<file path="src/rtl/aes_pkg.sv">
// Shared AES constants and the buffer-entry type used by the inverse add-round-key stage.
package aes_pkg;
  localparam int BLOCK_W    = 128;
  localparam int NUM_ROUNDS = 10;
  localparam int NUM_RKEYS  = NUM_ROUNDS + 1;

  typedef logic [3:0] round_t;
  localparam round_t LAST_ROUND = 4'(NUM_ROUNDS);

  typedef struct packed {
    logic [BLOCK_W-1:0] block;
    round_t             round;
    logic               mix_en;
  } entry_t;

  // Decryption skips inv_mix_columns on the first and last rounds.
  function automatic logic mix_en_for(input round_t r);
    return (r != 4'd0) && (r != LAST_ROUND);
  endfunction
endpackage

</file>
<file path="src/rtl/aes_round_key_store.sv">
// Eleven round-key registers with one write port, one combinational read port and a loaded mask.
module aes_round_key_store
  import aes_pkg::*;
(
  input  logic               clk,
  input  logic               reset_n,
  input  logic               we,
  input  round_t             widx,
  input  logic [BLOCK_W-1:0] wkey,
  input  round_t             ridx,
  output logic [BLOCK_W-1:0] rkey,
  output logic               all_loaded
);
  logic [BLOCK_W-1:0]   key_q [NUM_RKEYS];
  logic [NUM_RKEYS-1:0] mask_q;
  logic                 widx_ok;

  assign widx_ok = we && (widx <= LAST_ROUND);

  // Key contents survive reset; only the loaded mask is cleared.
  for (genvar k = 0; k < NUM_RKEYS; k++) begin : g_key
    always_ff @(posedge clk) begin
      if (widx_ok && (widx == 4'(k))) key_q[k] <= wkey;
    end
  end

  always_ff @(posedge clk) begin
    if (!reset_n)     mask_q       <= '0;
    else if (widx_ok) mask_q[widx] <= 1'b1;
  end

  assign rkey       = (ridx <= LAST_ROUND) ? key_q[ridx] : '0;
  assign all_loaded = &mask_q;
endmodule

</file>
<file path="src/rtl/inv_add_round_key_stage.sv">
// Inverse AddRoundKey pipeline stage: XOR with the selected round key, output register plus one skid entry.
module inv_add_round_key_stage
  import aes_pkg::*;
(
  input  logic               clk_i,
  input  logic               reset_n_i,
  input  logic               key_we_i,
  input  round_t             key_idx_i,
  input  logic [BLOCK_W-1:0] key_i,
  input  logic               v_i,
  output logic               ready_o,
  input  logic [BLOCK_W-1:0] block_i,
  input  round_t             round_i,
  output logic               v_o,
  input  logic               yumi_i,
  output logic [BLOCK_W-1:0] block_o,
  output round_t             round_o,
  output logic               mix_en_o,
  output logic               keys_loaded_o,
  output logic               err_o
);
  logic [BLOCK_W-1:0] rkey;
  entry_t             new_e, out_q, skid_q;
  logic               out_v, skid_v, err_q;
  logic               fire_in, fire_out, good_in, bad_in;

  aes_round_key_store u_keys (
    .clk        (clk_i),
    .reset_n    (reset_n_i),
    .we         (key_we_i),
    .widx       (key_idx_i),
    .wkey       (key_i),
    .ridx       (round_i),
    .rkey       (rkey),
    .all_loaded (keys_loaded_o)
  );

  assign ready_o  = keys_loaded_o && !skid_v;
  assign fire_in  = v_i && ready_o;
  assign fire_out = out_v && yumi_i;
  assign good_in  = fire_in && (round_i <= LAST_ROUND);
  assign bad_in   = fire_in && (round_i > LAST_ROUND);

  always_comb begin
    new_e        = '0;
    new_e.block  = block_i ^ rkey;
    new_e.round  = round_i;
    new_e.mix_en = mix_en_for(round_i);
  end

  // ready_o is low whenever skid is occupied, so a skid drain never coincides with an accept.
  always_ff @(posedge clk_i) begin
    if (!reset_n_i) begin
      out_v  <= 1'b0;
      out_q  <= '0;
      skid_v <= 1'b0;
      skid_q <= '0;
      err_q  <= 1'b0;
    end else begin
      if (bad_in) err_q <= 1'b1;
      if (fire_out) begin
        if (skid_v) begin
          out_q  <= skid_q;
          skid_v <= 1'b0;
        end else if (good_in) begin
          out_q  <= new_e;
        end else begin
          out_v  <= 1'b0;
        end
      end else if (good_in) begin
        if (out_v) begin
          skid_q <= new_e;
          skid_v <= 1'b1;
        end else begin
          out_q  <= new_e;
          out_v  <= 1'b1;
        end
      end
    end
  end

  assign v_o      = out_v;
  assign block_o  = out_q.block;
  assign round_o  = out_q.round;
  assign mix_en_o = out_q.mix_en;
  assign err_o    = err_q;
endmodule
</file>
<file path="config.mk">
export PLATFORM = sky130hd
export DESIGN_NAME = inv_add_round_key_stage
export DESIGN_NICKNAME = d
export VERILOG_FILES = /design/src/rtl/aes_pkg.sv /design/src/rtl/aes_round_key_store.sv /design/src/rtl/inv_add_round_key_stage.sv
export SDC_FILE = /design/constraint.sdc
export NUM_CORES = 2
export LEC_CHECK = 0
export BUFFER_PORTS_ARGS = -buffer_cell sky130_fd_sc_hd__buf_2
export CAP_MARGIN = 10
export CORE_MARGIN = 3
export CORE_UTILIZATION = 25
export DETAILED_ROUTE_END_ITERATION = 7
export GPL_TIMING_DRIVEN = 0
export HOLD_SLACK_MARGIN = 0.12
export PLACE_DENSITY_LB_ADDON = 0.1
export SYNTH_ARGS = -nofsm -noshare
export SYNTH_HDL_FRONTEND = slang
export SYNTH_SLANG_ARGS = --single-unit
</file>
<file path="constraint.sdc">
create_clock -name clk_i -period 15.9 [get_ports clk_i]
set_input_delay 3.18 -clock clk_i [delete_from_list [all_inputs] [get_ports clk_i]]
set_output_delay 3.18 -clock clk_i [all_outputs]
set_load 0.05 [all_outputs]
</file>
Word-level counts from Yosys, hierarchy flattened --
Memories as Yosys holds them, arrays and structs flattened. Index checks and enable logic that the tools add are counted.
Storage, ports and cells: register bits after elaboration 280, bits in latches 0, memory bits (writable) 1408, bits in read-only memories 0, input port bits 269, memories 1
Memories:
- u_keys.key_q | depth 11, bits a word 128, rd ports 1, clocked after memory_dff 0, wr ports 1, RTL line aes_round_key_store.sv:14 | logic [BLOCK_W-1:0] key_q [NUM_RKEYS];
Operators by class: add/sub/neg operators 0, $mul 0, divide/modulo/power cells 0, $lt $le $gt $ge 5, equality and inequality tests 14, shift operators 0, muxes and demuxes 64, bitwise logic cells 4, reductions and logical operators 40
Operators with widths (count):
- 128-bit 2-to-1 mux | 11
- 128-bit OR reduction | 10
- 133-bit 2-to-1 mux | 5
- 128-bit XOR | 1
- 4-bit 2-to-1 mux | 10
- 1-bit 2-to-1 mux | 37
- 1-bit logical AND | 19
- 4-bit by 3-bit equality test with 1-bit output, second input constant | 4
- 4-bit equality test, second input constant | 3
- 11-bit OR | 1
- 11-bit AND reduction | 1
- 3-bit AND reduction | 3
- 4-bit by 2-bit equality test with 1-bit output, second input constant | 2
- 4-bit less-or-equal comparator, second input constant | 2
- 4-bit by 5-bit less-than comparator with 1-bit output, second input constant | 1
- 1-bit demux with 4-bit select | 1
- 4-bit by 1-bit equality test with 1-bit output, second input constant | 1
- 4-bit by 1-bit >= comparator with 1-bit output, second input constant | 1
- 4-bit greater-than comparator, second input constant | 1
- 4-bit zero test | 1
- 2-bit != test, second input constant | 2
- 4-bit != test, second input constant | 1
- 2-bit nonzero test | 2
- 4-bit nonzero test | 1
- 5 further kinds | 6

Longest topological paths before layout --
word-level depth 16, mapped depth 10, depth with buffers taken out 5

Cells and area by module --
From an unflattened synthesis, not the netlist that was laid out.
Unflattened totals: cell total of the unflattened synthesis 4424, area total of the unflattened synthesis 67108.1 um^2
By module, submodules not included:
- aes_round_key_store | instances 1, cells each 3056, area an instance 55005.3 um^2, sequential area each 42500.8 um^2
- inv_add_round_key_stage | instances 1, cells each 1368, area an instance 12102.9 um^2, sequential area each 5385.2 um^2

Least setup slack after synthesis --
No wires, ideal clock.
path kind input port to flip-flop, from input key_idx_i[2], to memory u_keys.key_q[0][0] (enable), arrival time 12.383 ns, setup slack 2.741 ns, cell stages on the path 2, path buffers 0, path through or3b_2 > nor3_1
On the way: longest elaborated chain between the ends 16, elaborated cells on any way between the ends 76, those cells by class 1 x order compare; 10 x eq/ne; 42 x mux; 23 x reduce/logical
Ends and longest elaborated chain:
- start: declaration | RTL line inv_add_round_key_stage.sv:8 | input round_t key_idx_i,
- 4-bit less-or-equal comparator | RTL line aes_round_key_store.sv:18 | assign widx_ok = we && (widx <= LAST_ROUND);
- 1-bit logical AND | RTL line aes_round_key_store.sv:18
- 1-bit logical AND | RTL line aes_round_key_store.sv:23 | if (widx_ok && (widx == 4'(k))) key_q[k] <= wkey;
- 1-bit 2-to-1 mux | RTL line aes_round_key_store.sv:23
- 1-bit 2-to-1 mux (not written as such) | RTL line aes_round_key_store.sv:23
- 128-bit OR reduction (no line)
- 4-bit 2-to-1 mux (no line) / 1-bit 2-to-1 mux (equally long branches) (10 in series)
- end: declaration | RTL line aes_round_key_store.sv:14
Several ways; a longest one is shown, not always the timed one.

Final worst setup path --
from input yumi_i, to register skid_q[121] (netlist bit)
On the way: longest elaborated chain between the ends 3
Ends and longest elaborated chain:
- start: declaration | RTL line inv_add_round_key_stage.sv:15 | input logic yumi_i,
- 1-bit logical AND | RTL line inv_add_round_key_stage.sv:40 | assign fire_out = out_v && yumi_i;
- 1-bit inverter (no line)
- 3-bit AND reduction (no line)
- end signal: assignment | RTL line inv_add_round_key_stage.sv:72 | skid_q <= new_e;
- end: declaration | RTL line inv_add_round_key_stage.sv:23 | entry_t new_e, out_q, skid_q;
No other way between the ends. A chain may end at the register's enable or synchronous reset.

==> results.md <==
* Main combinational cell family by area after synthesis: multiplexers
* Instance count of the mapped netlist at approximately 4100
* Portion of the post-synthesis area used by sequential elements at just over 70%
* Max cap viols at 0
* Die span in y at around 530 µm
* Asr flop ratio synth at 0%
* Clock period minus final worst setup slack at around 6.4 ns
* Adder-cell share of the synthesized area at 0%
* Most frequent cells in the layout: edfxtp_1 (1408), buf_2 (453), mux2i_1 (320), clkbuf_1 (280), dfxtp_1 (280)
* Avg Vias per Cell at 4.83
* Synth Area in Simple Gates at around 5%
* Total nets after synthesis at 4417
* Post-synthesis area per instance at 16.4 µm²
* Compound-gate portion of the synthesized area at under 10%
* Run status: finished, final reports clean
* Number of enable flip-flop cells after synthesis at around 1400
* First-pass iteration count of the detailed router at 7
* Flops & latches, synth at approximately 1700
* Top-area cell type share of the netlist area at a little over 60%
* FMAX at between 150 and 200 MHz
* Detail-routed net length per standard cell at approximately 30 µm
* Most common library cell in the layout ignoring fill and taps: edfxtp_1
* Number of cells traversed by the worst register-to-register path at 9
* Sequential Area at ~48000 µm²
* Post-CTS Hold Buffers at 0
* Hold WC Path Type: reg2reg
* Number of cells in the finished layout apart from fillers at around 8600
* Final design utilization at a little under a third
* Worst Path Max Fanout at 10
* RSZ-0062 raised after global routing: no
* Post-CTS clock slew at the launch and capture registers of the worst setup and hold paths at around 0.060 ns
* Synth area leader: edfxtp_1
* CP Class: in2reg
* I/O pin cnt at slightly above 400
* Relative area change from synthesis to final layout at 22.3%
* GRT Total Usage at ~18%
* Top FF cell, synth: edfxtp_1
* Leakage power of the design at roughly 28 nW
* Quantity of gates resized following cts at 0
* Post-CTS Setup Inserts at 0
* Max rail drop VDD at roughly 0.11 mV
* Floorplan die area at around 280000 µm²
* Proportion of synthesized area in mux cells at 11.7%
* Sum of negative setup slack at 0 ns
* Clock latency reported for the late side of the worst-skew pair at 0.88 ns
* Overall die width at roughly 530 µm
* Fraction of power spent switching nets at between 20% and 30%
* Clock tree from TritonCTS: done
* Power per unit of standard cell area at about 120 nW/µm²
* Final Slew Violations at 0
* Cell depth of the worst hold path at 2
* Worst clock skew on the final layout at 0.0811 ns
* Wire length of the first global-routing pass at approximately 360 mm
* Number of antenna violations at the first check in global routing at 113
* Post-Synthesis Cell Area at slightly below 70000 µm²
* Power share of the sequential group at between 40% and 50%
* Final antenna-violating net count at 0
* Transition time at the pin with the least slew margin at between 1 and 1.5 ns
* Initial DRC count at roughly 3300
* Reported net switching power at between 0.002 and 0.0025 W
* Required time at the endpoint of the critical path at around 17 ns
* Pin count of the biggest net entering global routing at 23
* Synth top area cells: edfxtp_1 (62%), dfxtp_1 (8.3%), mux4_2 (5.7%)
* Core Box Area at between 200000 and 300000 µm²
* Filler cell count in the final layout at approximately 27000
* Depth of the CTS H-tree at 4
* Overflow left after global routing at 0
* Count of nets after finishing at 5145
* Count of endpoints failing setup in the final report at 0
* Worst reg2reg setup slack at 11.45 ns
* Total number of vias at around 42000
* Data arrival time of the critical path at 7.18 ns
* Part of the total power dissipated in the clock network at a little under half
* Number of global-route vias before repair at ~43000
* Kind of launch point of the worst setup path: input pin
* Cell internal pwr at between 0.007 and 0.008 W
* Fraction of the cycle the final worst path needs at 40.1%
* Share of the synthesized netlist area taken by xor and xnor gates at less than 1%
* Cell count after placement at between 8000 and 9000
* Unique masters post-synth at 52
* WHS at 0.447 ns
* Clock sinks at about 1700
* Residual DRC count at 0
* I/O Buffers at approximately 400
* Total routed wirelength at 258 mm
* Initial core utilization at 25.2%
* Cts bufs inserted at around 200
* Final hold violations at 0
* Count of warnings emitted by yosys at 0
* Number of buffers between clock root and the deepest sink at 3
* Nature of the critical path endpoint: flip-flop
* Area taken by multi-input logic gates at approximately 18000 µm²
* Final estimated routing congestion in global placement at between 0.7 and 0.8
* Logic gate share of total power at 6.6%
* HPWL after detailed placement at roughly 180 mm
* Share of post-route cells with drive strength above 1 at 25.0%
* Root buffer cell: clkbuf_16
* Total number of placement rows at 190
* Relative max-transition margin at 19.9%
## metrics by stage
| stage | total power, W | instance area, µm² | setup WS, ns |
|---|---|---|---|
| final | 0.0101 | 83000 | 9.52 |
| after global routing | 0.0105 | 82900 | 9.45 |
| after CTS | 0.0103 | 82900 | 9.43 |
| after detailed placement | 0.00565 | 76300 | 8.47 |
| after global placement | 0.00565 | 74300 | -12.63 |
| after floorplan | 0.00533 | 67800 | 2.74 |
## flip-flops by register name, indices dropped and copies added, names as in the netlist
signal	cells
skid_q	133
mix_en_o	1
v_o	1
err_o	1
block_o	128
u_keys.key_q	1408
round_o	4
u_keys.mask_q	11
skid_v	1
## worst max-delay path, stage by stage
cell      delay (ns)
buf_2           0.13
nor2b_1         0.10
clkbuf_1        0.83
and4_1          0.31
clkbuf_1        0.56
nand2_1         0.68
clkbuf_2        0.63
clkbuf_1        0.46
o22ai_1         0.23
## cells in the mapped netlist (3+ instances only)
master	n
a21oi_1	58
a2111oi_2	76
a2bb2oi_1	85
buf_6	18
edfxtp_1	1408
a311oi_1	4
buf_4	11
inv_1	45
buf_2	52
nor4_1	77
o41ai_1	42
o211a_1	76
o311ai_0	9
clkbuf_1	228
nor2b_1	12
nor3_1	3
o221ai_1	84
nand4_1	3
a211oi_1	3
buf_1	16
nand2_1	143
mux4_2	171
nor2_1	219
mux2_2	76
dfxtp_1	280
o211ai_1	170
nand2b_1	5
o21ai_0	62
nand3_1	132
nor3b_1	54
xor2_1	43
mux2i_1	320
nor3b_2	22
o22ai_1	118
## layout make-up
type | count | share of cell area (%)
Sequential cell | 1688 | 57.7
Multi-Input combinational cell | 2088 | 22.2
Clock buffer | 275 | 6.58
Tap cell | 3552 | 5.36
Timing Repair Buffer | 527 | 4.83
Buffer | 326 | 1.78
Clock inverter | 101 | 1.30
Inverter | 46 | 0.208
Antenna cell | 26 | 0.0784
## power groups by stage
stage | logic, W | registers [W] | clock network (W)
2_1_floorplan | 0.000350 | 0.00498 | 0
3_3_place_gp | 0.000651 | 0.00500 | 0
3_5_place_dp | 0.000676 | 0.00497 | 0
4_1_cts | 0.000678 | 0.00488 | 0.00470
5_1_grt | 0.000713 | 0.00488 | 0.00488
6_report | 0.000662 | 0.00488 | 0.00457
## cell families after synthesis
group	Yosys count
AOI/OAI and AO/OA	799
xor gates and xnor gates	44
buffers and inverters	372
DFF	1688
muxes	567
and+or+nand+nor	678
## path summary, 6_finish.rpt
path | startpoint | endpoint
max | yumi_i | skid_q[121]
min | skid_q[106] | block_o[101]
max reg2reg | v_o | skid_q[121]
min reg2reg | skid_q[106] | block_o[101]
## routing by layer
layer  share of wire (%)  global-route usage, %
met5                0.11                      0
met2                  47                   29.4
met1                  46                   25.3
met3                 5.2                   3.51
met4                 1.9                   4.24
No activity file was read; power rests on OpenSTA's default activity.
